## src/rtl/rmap_wb_pkg.sv

```systemverilog
// Shared types and helpers for the RMAP-to-Wishbone byte-stream master.
// Lanes are big-endian: lane 0 is bits 31:24 and wb_sel[3].
package rmap_wb_pkg;

   typedef enum logic [2:0] {
      ST_IDLE,
      ST_FILL,
      ST_BUS,
      ST_DRAIN,
      ST_DONE
   } state_e;

   localparam logic [1:0] STATUS_OK      = 2'b00;
   localparam logic [1:0] STATUS_BUS_ERR = 2'b01;
   localparam logic [1:0] STATUS_TIMEOUT = 2'b10;

   localparam int BYTES_PER_WORD = 4;

   function automatic logic [31:0] put_byte(input logic [31:0] word,
                                            input logic [1:0]  lane,
                                            input logic [7:0]  b);
      logic [31:0] w;
      w = word;
      case (lane)
         2'd0:    w[31:24] = b;
         2'd1:    w[23:16] = b;
         2'd2:    w[15:8]  = b;
         default: w[7:0]   = b;
      endcase
      return w;
   endfunction

   function automatic logic [7:0] get_byte(input logic [31:0] word,
                                           input logic [1:0]  lane);
      logic [7:0] b;
      case (lane)
         2'd0:    b = word[31:24];
         2'd1:    b = word[23:16];
         2'd2:    b = word[15:8];
         default: b = word[7:0];
      endcase
      return b;
   endfunction

   function automatic logic [3:0] lane_bit(input logic [1:0] lane);
      return 4'b1000 >> lane;
   endfunction

endpackage

```

## src/rtl/rmap_wb_lane_ctrl.sv

```systemverilog
// Byte-lane window for one word: selects lanes from lane_i up to lane 3 or the
// last remaining byte, and flags when lane_i is the final byte of the word.
module rmap_wb_lane_ctrl
   import rmap_wb_pkg::*;
(
   input  logic [1:0]  lane_i,
   input  logic [23:0] rem_i,
   output logic [3:0]  sel_o,
   output logic        eow_o
);

   logic [2:0] span;
   logic [1:0] last_lane;

   always_comb begin
      span = 3'(BYTES_PER_WORD) - {1'b0, lane_i};
      if (rem_i >= {21'd0, span}) begin
         last_lane = 2'd3;
      end else begin
         last_lane = lane_i + rem_i[1:0] - 2'd1;
      end
      if (rem_i == 24'd0) begin
         sel_o = 4'd0;
      end else begin
         sel_o = (4'hF >> lane_i) & (4'hF << (2'd3 - last_lane));
      end
      eow_o = (lane_i == 2'd3) || (rem_i <= 24'd1);
   end

endmodule

```

## src/rtl/rmap_wb_master.sv

```systemverilog
// Byte-stream command to Wishbone master, one word access per bus cycle.
// Optional bus watchdog enabled by defining RMAP_WB_TIMEOUT_EN.
//
// state    | meaning
// ---------+--------------------------------------------------------------
// ST_IDLE  | cmd_ready high, waiting for a command
// ST_FILL  | collecting write bytes into wb_dat_o (or discarding after abort)
// ST_BUS   | wb_cyc/wb_stb asserted, waiting for ack/err/timeout
// ST_DRAIN | streaming the selected lanes of the read word out on rd_data
// ST_DONE  | one-cycle done pulse with status
module rmap_wb_master
   import rmap_wb_pkg::*;
#(
   parameter int TIMEOUT_CYCLES = 255
) (
   input  logic        clk,
   input  logic        rst_n,
   input  logic        cmd_valid,
   output logic        cmd_ready,
   input  logic        cmd_write,
   input  logic        cmd_inc,
   input  logic [31:0] cmd_adr,
   input  logic [23:0] cmd_len,
   input  logic        wr_valid,
   output logic        wr_ready,
   input  logic [7:0]  wr_data,
   output logic        rd_valid,
   input  logic        rd_ready,
   output logic [7:0]  rd_data,
   output logic        done,
   output logic [1:0]  status,
   output logic        wb_cyc,
   output logic        wb_stb,
   output logic        wb_we,
   output logic [31:0] wb_adr,
   output logic [3:0]  wb_sel,
   output logic [31:0] wb_dat_o,
   input  logic [31:0] wb_dat_i,
   input  logic        wb_ack,
   input  logic        wb_err
);

   if ((TIMEOUT_CYCLES < 1) || (TIMEOUT_CYCLES > 256)) begin : g_bad_timeout
      $error("TIMEOUT_CYCLES must fit the 8-bit watchdog (1..256)");
   end

   state_e      state_q, state_d;
   logic [23:0] rem_q, rem_d, rem_dec;
   logic [1:0]  lane_q, lane_d, base_lane_q, base_lane_d, next_start;
   logic        inc_q, inc_d, write_q, write_d, abort_q, abort_d;
   logic [31:0] rdat_q, rdat_d;
   logic        cmd_ready_q, cmd_ready_d, wr_ready_q, wr_ready_d;
   logic        rd_valid_q, rd_valid_d, done_q, done_d;
   logic [1:0]  status_q, status_d;
   logic        wb_cyc_q, wb_cyc_d, wb_we_q, wb_we_d;
   logic [31:0] wb_adr_q, wb_adr_d, wb_dat_o_q, wb_dat_o_d;
   logic [3:0]  wb_sel_q, wb_sel_d;
   logic [1:0]  lc_lane;
   logic [23:0] lc_rem;
   logic [3:0]  lc_sel;
   logic        lc_eow, drain_eow, tmo_hit;

   assign rem_dec    = (rem_q == 24'd0) ? 24'd0 : rem_q - 24'd1;
   assign next_start = inc_q ? 2'd0 : base_lane_q;
   assign drain_eow  = ((wb_sel_q & (4'b0111 >> lane_q)) == 4'd0);

   // IDLE and DRAIN look ahead to the window of the word about to go on the bus.
   always_comb begin
      lc_lane = lane_q;
      lc_rem  = rem_q;
      if (state_q == ST_IDLE) begin
         lc_lane = cmd_adr[1:0];
         lc_rem  = cmd_len;
      end else if (state_q == ST_DRAIN) begin
         lc_lane = next_start;
         lc_rem  = rem_dec;
      end
   end

   rmap_wb_lane_ctrl u_lane_ctrl (
      .lane_i (lc_lane),
      .rem_i  (lc_rem),
      .sel_o  (lc_sel),
      .eow_o  (lc_eow)
   );

`ifdef RMAP_WB_TIMEOUT_EN
   localparam logic [7:0] TMO_LOAD = 8'(TIMEOUT_CYCLES - 1);
   logic [7:0] tmo_q, tmo_d;

   assign tmo_d   = wb_cyc_q ? tmo_q - 8'd1 : TMO_LOAD;
   assign tmo_hit = wb_cyc_q && (tmo_q == 8'd0);

   always_ff @(posedge clk) begin
      if (!rst_n) tmo_q <= TMO_LOAD;
      else        tmo_q <= tmo_d;
   end
`else
   assign tmo_hit = 1'b0;
`endif

   always_comb begin
      state_d     = state_q;
      rem_d       = rem_q;
      lane_d      = lane_q;
      base_lane_d = base_lane_q;
      inc_d       = inc_q;
      write_d     = write_q;
      abort_d     = abort_q;
      rdat_d      = rdat_q;
      cmd_ready_d = cmd_ready_q;
      wr_ready_d  = wr_ready_q;
      rd_valid_d  = rd_valid_q;
      done_d      = 1'b0;
      status_d    = status_q;
      wb_cyc_d    = wb_cyc_q;
      wb_we_d     = wb_we_q;
      wb_adr_d    = wb_adr_q;
      wb_sel_d    = wb_sel_q;
      wb_dat_o_d  = wb_dat_o_q;

      case (state_q)
         ST_IDLE: begin
            if (cmd_valid) begin
               base_lane_d = cmd_adr[1:0];
               lane_d      = cmd_adr[1:0];
               rem_d       = cmd_len;
               inc_d       = cmd_inc;
               write_d     = cmd_write;
               abort_d     = 1'b0;
               status_d    = STATUS_OK;
               wb_adr_d    = {cmd_adr[31:2], 2'b00};
               cmd_ready_d = 1'b0;
               if (cmd_len == 24'd0) begin
                  state_d = ST_DONE;
                  done_d  = 1'b1;
               end else if (cmd_write) begin
                  state_d    = ST_FILL;
                  wr_ready_d = 1'b1;
                  wb_sel_d   = 4'd0;
                  wb_dat_o_d = 32'd0;
               end else begin
                  state_d  = ST_BUS;
                  wb_cyc_d = 1'b1;
                  wb_we_d  = 1'b0;
                  wb_sel_d = lc_sel;
               end
            end
         end
         ST_FILL: begin
            if (wr_valid) begin
               rem_d  = rem_dec;
               lane_d = lane_q + 2'd1;
               if (abort_q) begin
                  if (rem_q <= 24'd1) begin
                     state_d    = ST_DONE;
                     done_d     = 1'b1;
                     wr_ready_d = 1'b0;
                  end
               end else begin
                  wb_dat_o_d = put_byte(wb_dat_o_q, lane_q, wr_data);
                  wb_sel_d   = wb_sel_q | lane_bit(lane_q);
                  if (lc_eow) begin
                     state_d    = ST_BUS;
                     wr_ready_d = 1'b0;
                     wb_cyc_d   = 1'b1;
                     wb_we_d    = 1'b1;
                  end
               end
            end
         end
         ST_BUS: begin
            // err wins over a simultaneous ack; remaining write bytes are still drained
            if (wb_err || tmo_hit) begin
               wb_cyc_d = 1'b0;
               wb_we_d  = 1'b0;
               status_d = wb_err ? STATUS_BUS_ERR : STATUS_TIMEOUT;
               if (write_q && (rem_q != 24'd0)) begin
                  state_d    = ST_FILL;
                  abort_d    = 1'b1;
                  wr_ready_d = 1'b1;
               end else begin
                  state_d = ST_DONE;
                  done_d  = 1'b1;
               end
            end else if (wb_ack) begin
               wb_cyc_d = 1'b0;
               wb_we_d  = 1'b0;
               if (inc_q) wb_adr_d = wb_adr_q + 32'd4;
               if (write_q) begin
                  lane_d = next_start;
                  if (rem_q != 24'd0) begin
                     state_d    = ST_FILL;
                     wr_ready_d = 1'b1;
                     wb_sel_d   = 4'd0;
                     wb_dat_o_d = 32'd0;
                  end else begin
                     state_d = ST_DONE;
                     done_d  = 1'b1;
                  end
               end else begin
                  rdat_d     = wb_dat_i;
                  state_d    = ST_DRAIN;
                  rd_valid_d = 1'b1;
               end
            end
         end
         ST_DRAIN: begin
            if (rd_ready) begin
               rem_d  = rem_dec;
               lane_d = lane_q + 2'd1;
               if (drain_eow) begin
                  rd_valid_d = 1'b0;
                  if (rem_q <= 24'd1) begin
                     state_d = ST_DONE;
                     done_d  = 1'b1;
                  end else begin
                     state_d  = ST_BUS;
                     wb_cyc_d = 1'b1;
                     wb_sel_d = lc_sel;
                     lane_d   = next_start;
                  end
               end
            end
         end
         ST_DONE: begin
            state_d     = ST_IDLE;
            cmd_ready_d = 1'b1;
         end
         default: begin
            state_d     = ST_IDLE;
            cmd_ready_d = 1'b1;
         end
      endcase
   end

   always_ff @(posedge clk) begin
      if (!rst_n) begin
         state_q     <= ST_IDLE;
         rem_q       <= 24'd0;
         lane_q      <= 2'd0;
         base_lane_q <= 2'd0;
         inc_q       <= 1'b0;
         write_q     <= 1'b0;
         abort_q     <= 1'b0;
         rdat_q      <= 32'd0;
         cmd_ready_q <= 1'b1;
         wr_ready_q  <= 1'b0;
         rd_valid_q  <= 1'b0;
         done_q      <= 1'b0;
         status_q    <= STATUS_OK;
         wb_cyc_q    <= 1'b0;
         wb_we_q     <= 1'b0;
         wb_adr_q    <= 32'd0;
         wb_sel_q    <= 4'd0;
         wb_dat_o_q  <= 32'd0;
      end else begin
         state_q     <= state_d;
         rem_q       <= rem_d;
         lane_q      <= lane_d;
         base_lane_q <= base_lane_d;
         inc_q       <= inc_d;
         write_q     <= write_d;
         abort_q     <= abort_d;
         rdat_q      <= rdat_d;
         cmd_ready_q <= cmd_ready_d;
         wr_ready_q  <= wr_ready_d;
         rd_valid_q  <= rd_valid_d;
         done_q      <= done_d;
         status_q    <= status_d;
         wb_cyc_q    <= wb_cyc_d;
         wb_we_q     <= wb_we_d;
         wb_adr_q    <= wb_adr_d;
         wb_sel_q    <= wb_sel_d;
         wb_dat_o_q  <= wb_dat_o_d;
      end
   end

   assign cmd_ready = cmd_ready_q;
   assign wr_ready  = wr_ready_q;
   assign rd_valid  = rd_valid_q;
   assign rd_data   = get_byte(rdat_q, lane_q);
   assign done      = done_q;
   assign status    = status_q;
   assign wb_cyc    = wb_cyc_q;
   assign wb_stb    = wb_cyc_q;
   assign wb_we     = wb_we_q;
   assign wb_adr    = wb_adr_q;
   assign wb_sel    = wb_sel_q;
   assign wb_dat_o  = wb_dat_o_q;

endmodule

```

## config.mk

```make
export PLATFORM = sky130hd
export DESIGN_NAME = rmap_wb_master
export DESIGN_NICKNAME = d
export VERILOG_FILES = /design/src/rtl/rmap_wb_pkg.sv /design/src/rtl/rmap_wb_lane_ctrl.sv /design/src/rtl/rmap_wb_master.sv
export SDC_FILE = /design/constraint.sdc
export NUM_CORES = 1
export LEC_CHECK = 0
export BUFFER_PORTS_ARGS = -buffer_cell sky130_fd_sc_hd__buf_2
export CELL_PAD_IN_SITES_DETAIL_PLACEMENT = 0
export CELL_PAD_IN_SITES_GLOBAL_PLACEMENT = 1
export CORE_MARGIN = 5
export CORE_UTILIZATION = 36
export DETAILED_ROUTE_END_ITERATION = 8
export GPL_TIMING_DRIVEN = 0
export PLACE_DENSITY_LB_ADDON = 0.25
export RECOVER_POWER = 25
export SLEW_MARGIN = 30
export SYNTH_ARGS = -nofsm -noshare
export SYNTH_HDL_FRONTEND = slang
export SYNTH_HIERARCHICAL = 1
export SYNTH_SLANG_ARGS = --single-unit
```

## constraint.sdc

```tcl
create_clock -name clk -period 3.5 [get_ports clk]
set_input_delay 1.05 -clock clk [delete_from_list [all_inputs] [get_ports clk]]
set_output_delay 1.05 -clock clk [all_outputs]
set_load 0.05 [all_outputs]
```

==> metrics <==
Worst-path clk slew 0.07 ns; VDD IR-drop max 0.422 mV; sum of negative setup slack -2.18 ns; initial core utilization 36.4%; area grow syn2layout 30.6%; vias per cell 5.86; Cells after Synth 1106; HPWL Detailed 25400 um; routed length per placed instance 20.9 um; Hold Path Class reg2reg; largest fanout on the critical path 8; layout cell share with drive strength beyond 1 23.6%; Leak 4.34 nW; CP Class reg2reg; post-synthesis async set-or-reset flop share 0%; Setup WS pre-CTS -1.20 ns; Clk Latency, worst-skew pair 0.43 ns; Crit path required time 3.83 ns; Power Density 904 nW/um^2; initial antenna violation count 1; Mapped Area 8500 um^2; largest net degree at the start of global routing 18; crit path launch type flip-flop; most common cell after layout, fill and taps aside nand2_1; Setup WS post-layout -0.354 ns; GRT Residual Overflow 0; main flop type after synthesis dfxtp_1; num ports 190; Clock Skew 0.0121 ns; proportion of synthesized chip area in sequential cells 32.7%; Final Hold Fails 0; clock sinks 139; syn avg cell area 7.68 um^2; CTS tree built; Tmin final 3.85 ns; drc violations 0; failing checks negative setup slack; Max-Cap Viols 0; Iteration-0 DRC Markers 907; H-tree depth 4; measured slew at the worst slew-check pin 0.963 ns; total number of vias 9818; GPL Wtd Cong 0.935; FF+latch count, synth 139; Die Y 164 um; Pre-antenna DRT Iters 5; Worst EP arrival 4.18 ns; GRT Overall Usage 25.6%; Die W 164 um; slew margin rel. 34.9%; Max Fclk 0.259 GHz; CP endpoint kind flip-flop; Std-Cell Rows 56; Final Net Count 1464; Final Slew Violations 0; CTS Buf Count 17; Core Region 23300 um^2; Antenna diodes 0; final setup fails 7; most frequent cells in the layout 188 x nand2_1, 143 x buf_2, 128 x dfxtp_1, 91 x clkbuf_1, 87 x a21oi_1; Root Buffer Master clkbuf_16; first-pass GRT wire length 53400 um; number of synthesized flops with an enable pin 0; vias in the first global route 9359; Yosys warning total 6; unrepaired setup endpoints after global routing true; post-route ant nets 0; CTS Buffer Depth 2; ratio of final minimum period to clock period 110%; WL final 35000 um; post-synth cell types 81; outcome finished, violations left; die area 26800 um^2; # port buffers 184
## critical path, cell delays in order, from the launching register on
cell and delay, ns:
dfxtp_2 0.38, nor4_4 0.37, nand4_1 0.27, o21ai_2 0.33, buf_4 0.20, nor3b_1 0.05, a221o_1 0.28, or4_4 0.54
nor4_4 0.31, a21o_1 0.20, a21o_1 0.17, nor3b_4 0.26, o221ai_2 0.15, a221oi_2 0.23
## sequential cells by signal, indices dropped and copies added (netlist names)
name,flops
state_q,3
cmd_ready,1
status,1
wb_we,1
inc_q,1
abort_q,1
lane_q,2
rd_valid,1
wb_sel,4
write_q,1
done,1
wb_dat_o,32
rem_q,24
wb_adr,30
base_lane_q,2
wr_ready,1
wb_cyc,1
rdat_q,32
## report_power, final
group / total (mW) / switching, mW / internal (mW)
logic: 5.80 / 3.69 / 2.12
registers: 2.39 / 0.467 / 1.92
clock network: 1.84 / 0.878 / 0.961
total: 10.0 / 5.03 / 5.00
## cell usage after synthesis (6+ instances only)
cell type    n  area, um^2
nand3_1     32         160
a22oi_1     20         150
nor3b_1      6        45.0
a21oi_1     89         445
xnor2_1     11        96.3
o31ai_1      6        45.0
a21o_1       9        67.6
dfxtp_1    139        2780
and2_1      12        75.1
ha_1        15         188
nand4_1     11        68.8
nand2b_1    11        68.8
o221ai_1     7        61.3
a32o_1       8        80.1
inv_1       31         116
a221o_1     13         130
nor2_1      65         244
o22ai_1     12        75.1
a211oi_1    13        97.6
o2bb2ai_1    6        52.6
nor4_1      20         125
buf_2       14        70.1
a222oi_1     9        90.1
nand2_1    190         713
nor3_1      35         175
nand3_2      6        60.1
mux2i_1     48         480
o21ai_0     61         305
clkbuf_1    60         225
a31oi_1     13        81.3
and3_1      11        68.8
## per-layer routing
metal	GRT usage [%]	wire, um
met1	34.7	14700
met2	40.2	16100
met3	5.75	3230
met4	8.58	962
met5	0	7
## path summary, 6_finish.rpt
kind / from / to / slack, ns / depth (start not counted)
min: rdat_q[14]$_SDFFE_PN0P_ / rdat_q[14]$_SDFFE_PN0P_ / 0.46 / 2
max: rem_q[14]$_SDFFE_PN0P_ / wb_cyc$_SDFFE_PN0P_ / -0.35 / 13
min reg2reg: rdat_q[14]$_SDFFE_PN0P_ / rdat_q[14]$_SDFFE_PN0P_ / 0.46 / 2
max reg2reg: rem_q[14]$_SDFFE_PN0P_ / wb_cyc$_SDFFE_PN0P_ / -0.35 / 13
## timing repair
item | CTS | global route
endpoints found under the setup margin | 11 | 16
setup buffers | 26 | 16
pin swaps | 20 | 13
hold buffers | 0 | 0
gates cloned | 0 | 1
gates resized for setup | 72 | 42
endpoints found under the hold margin | 0 | 0
## through the flow
stage	util [%]	cells	hold WS (ns)	total power, mW	area (um^2)
5_1_grt	47.6	1676	0.472	10.6	11100
2_1_floorplan	-	1108	0.436	5.77	8530
3_5_place_dp	42.3	1611	0.446	7.19	9870
4_1_cts	46.7	1663	0.455	9.58	10900
6_report	47.6	1676	0.456	10.0	11100
3_3_place_gp	42.2	1611	0.443	7.18	9850
## cells by family after synthesis
kind of cell / Yosys count / synth area share (%)
simple gates: 448 / 26.3
compound gates: 328 / 26.2
flops: 139 / 32.7
buf+inv: 114 / 5.42
mux: 49 / 5.79
fa+ha+maj: 15 / 2.21
xor+xnor: 12 / 1.24
other cells: 1 / 0.0441
## area by class of cell
cell class | instances | area [um^2]
sequential | 139 | 2810
clock inverter | 15 | 174
timing repair buffer | 227 | 1200
buffer | 72 | 389
tap | 319 | 399
multi-input combinational | 855 | 5580
inverter | 32 | 120
clock buffer | 17 | 425
fill | 2409 | 12200
(Power assumes the default switching activity.)
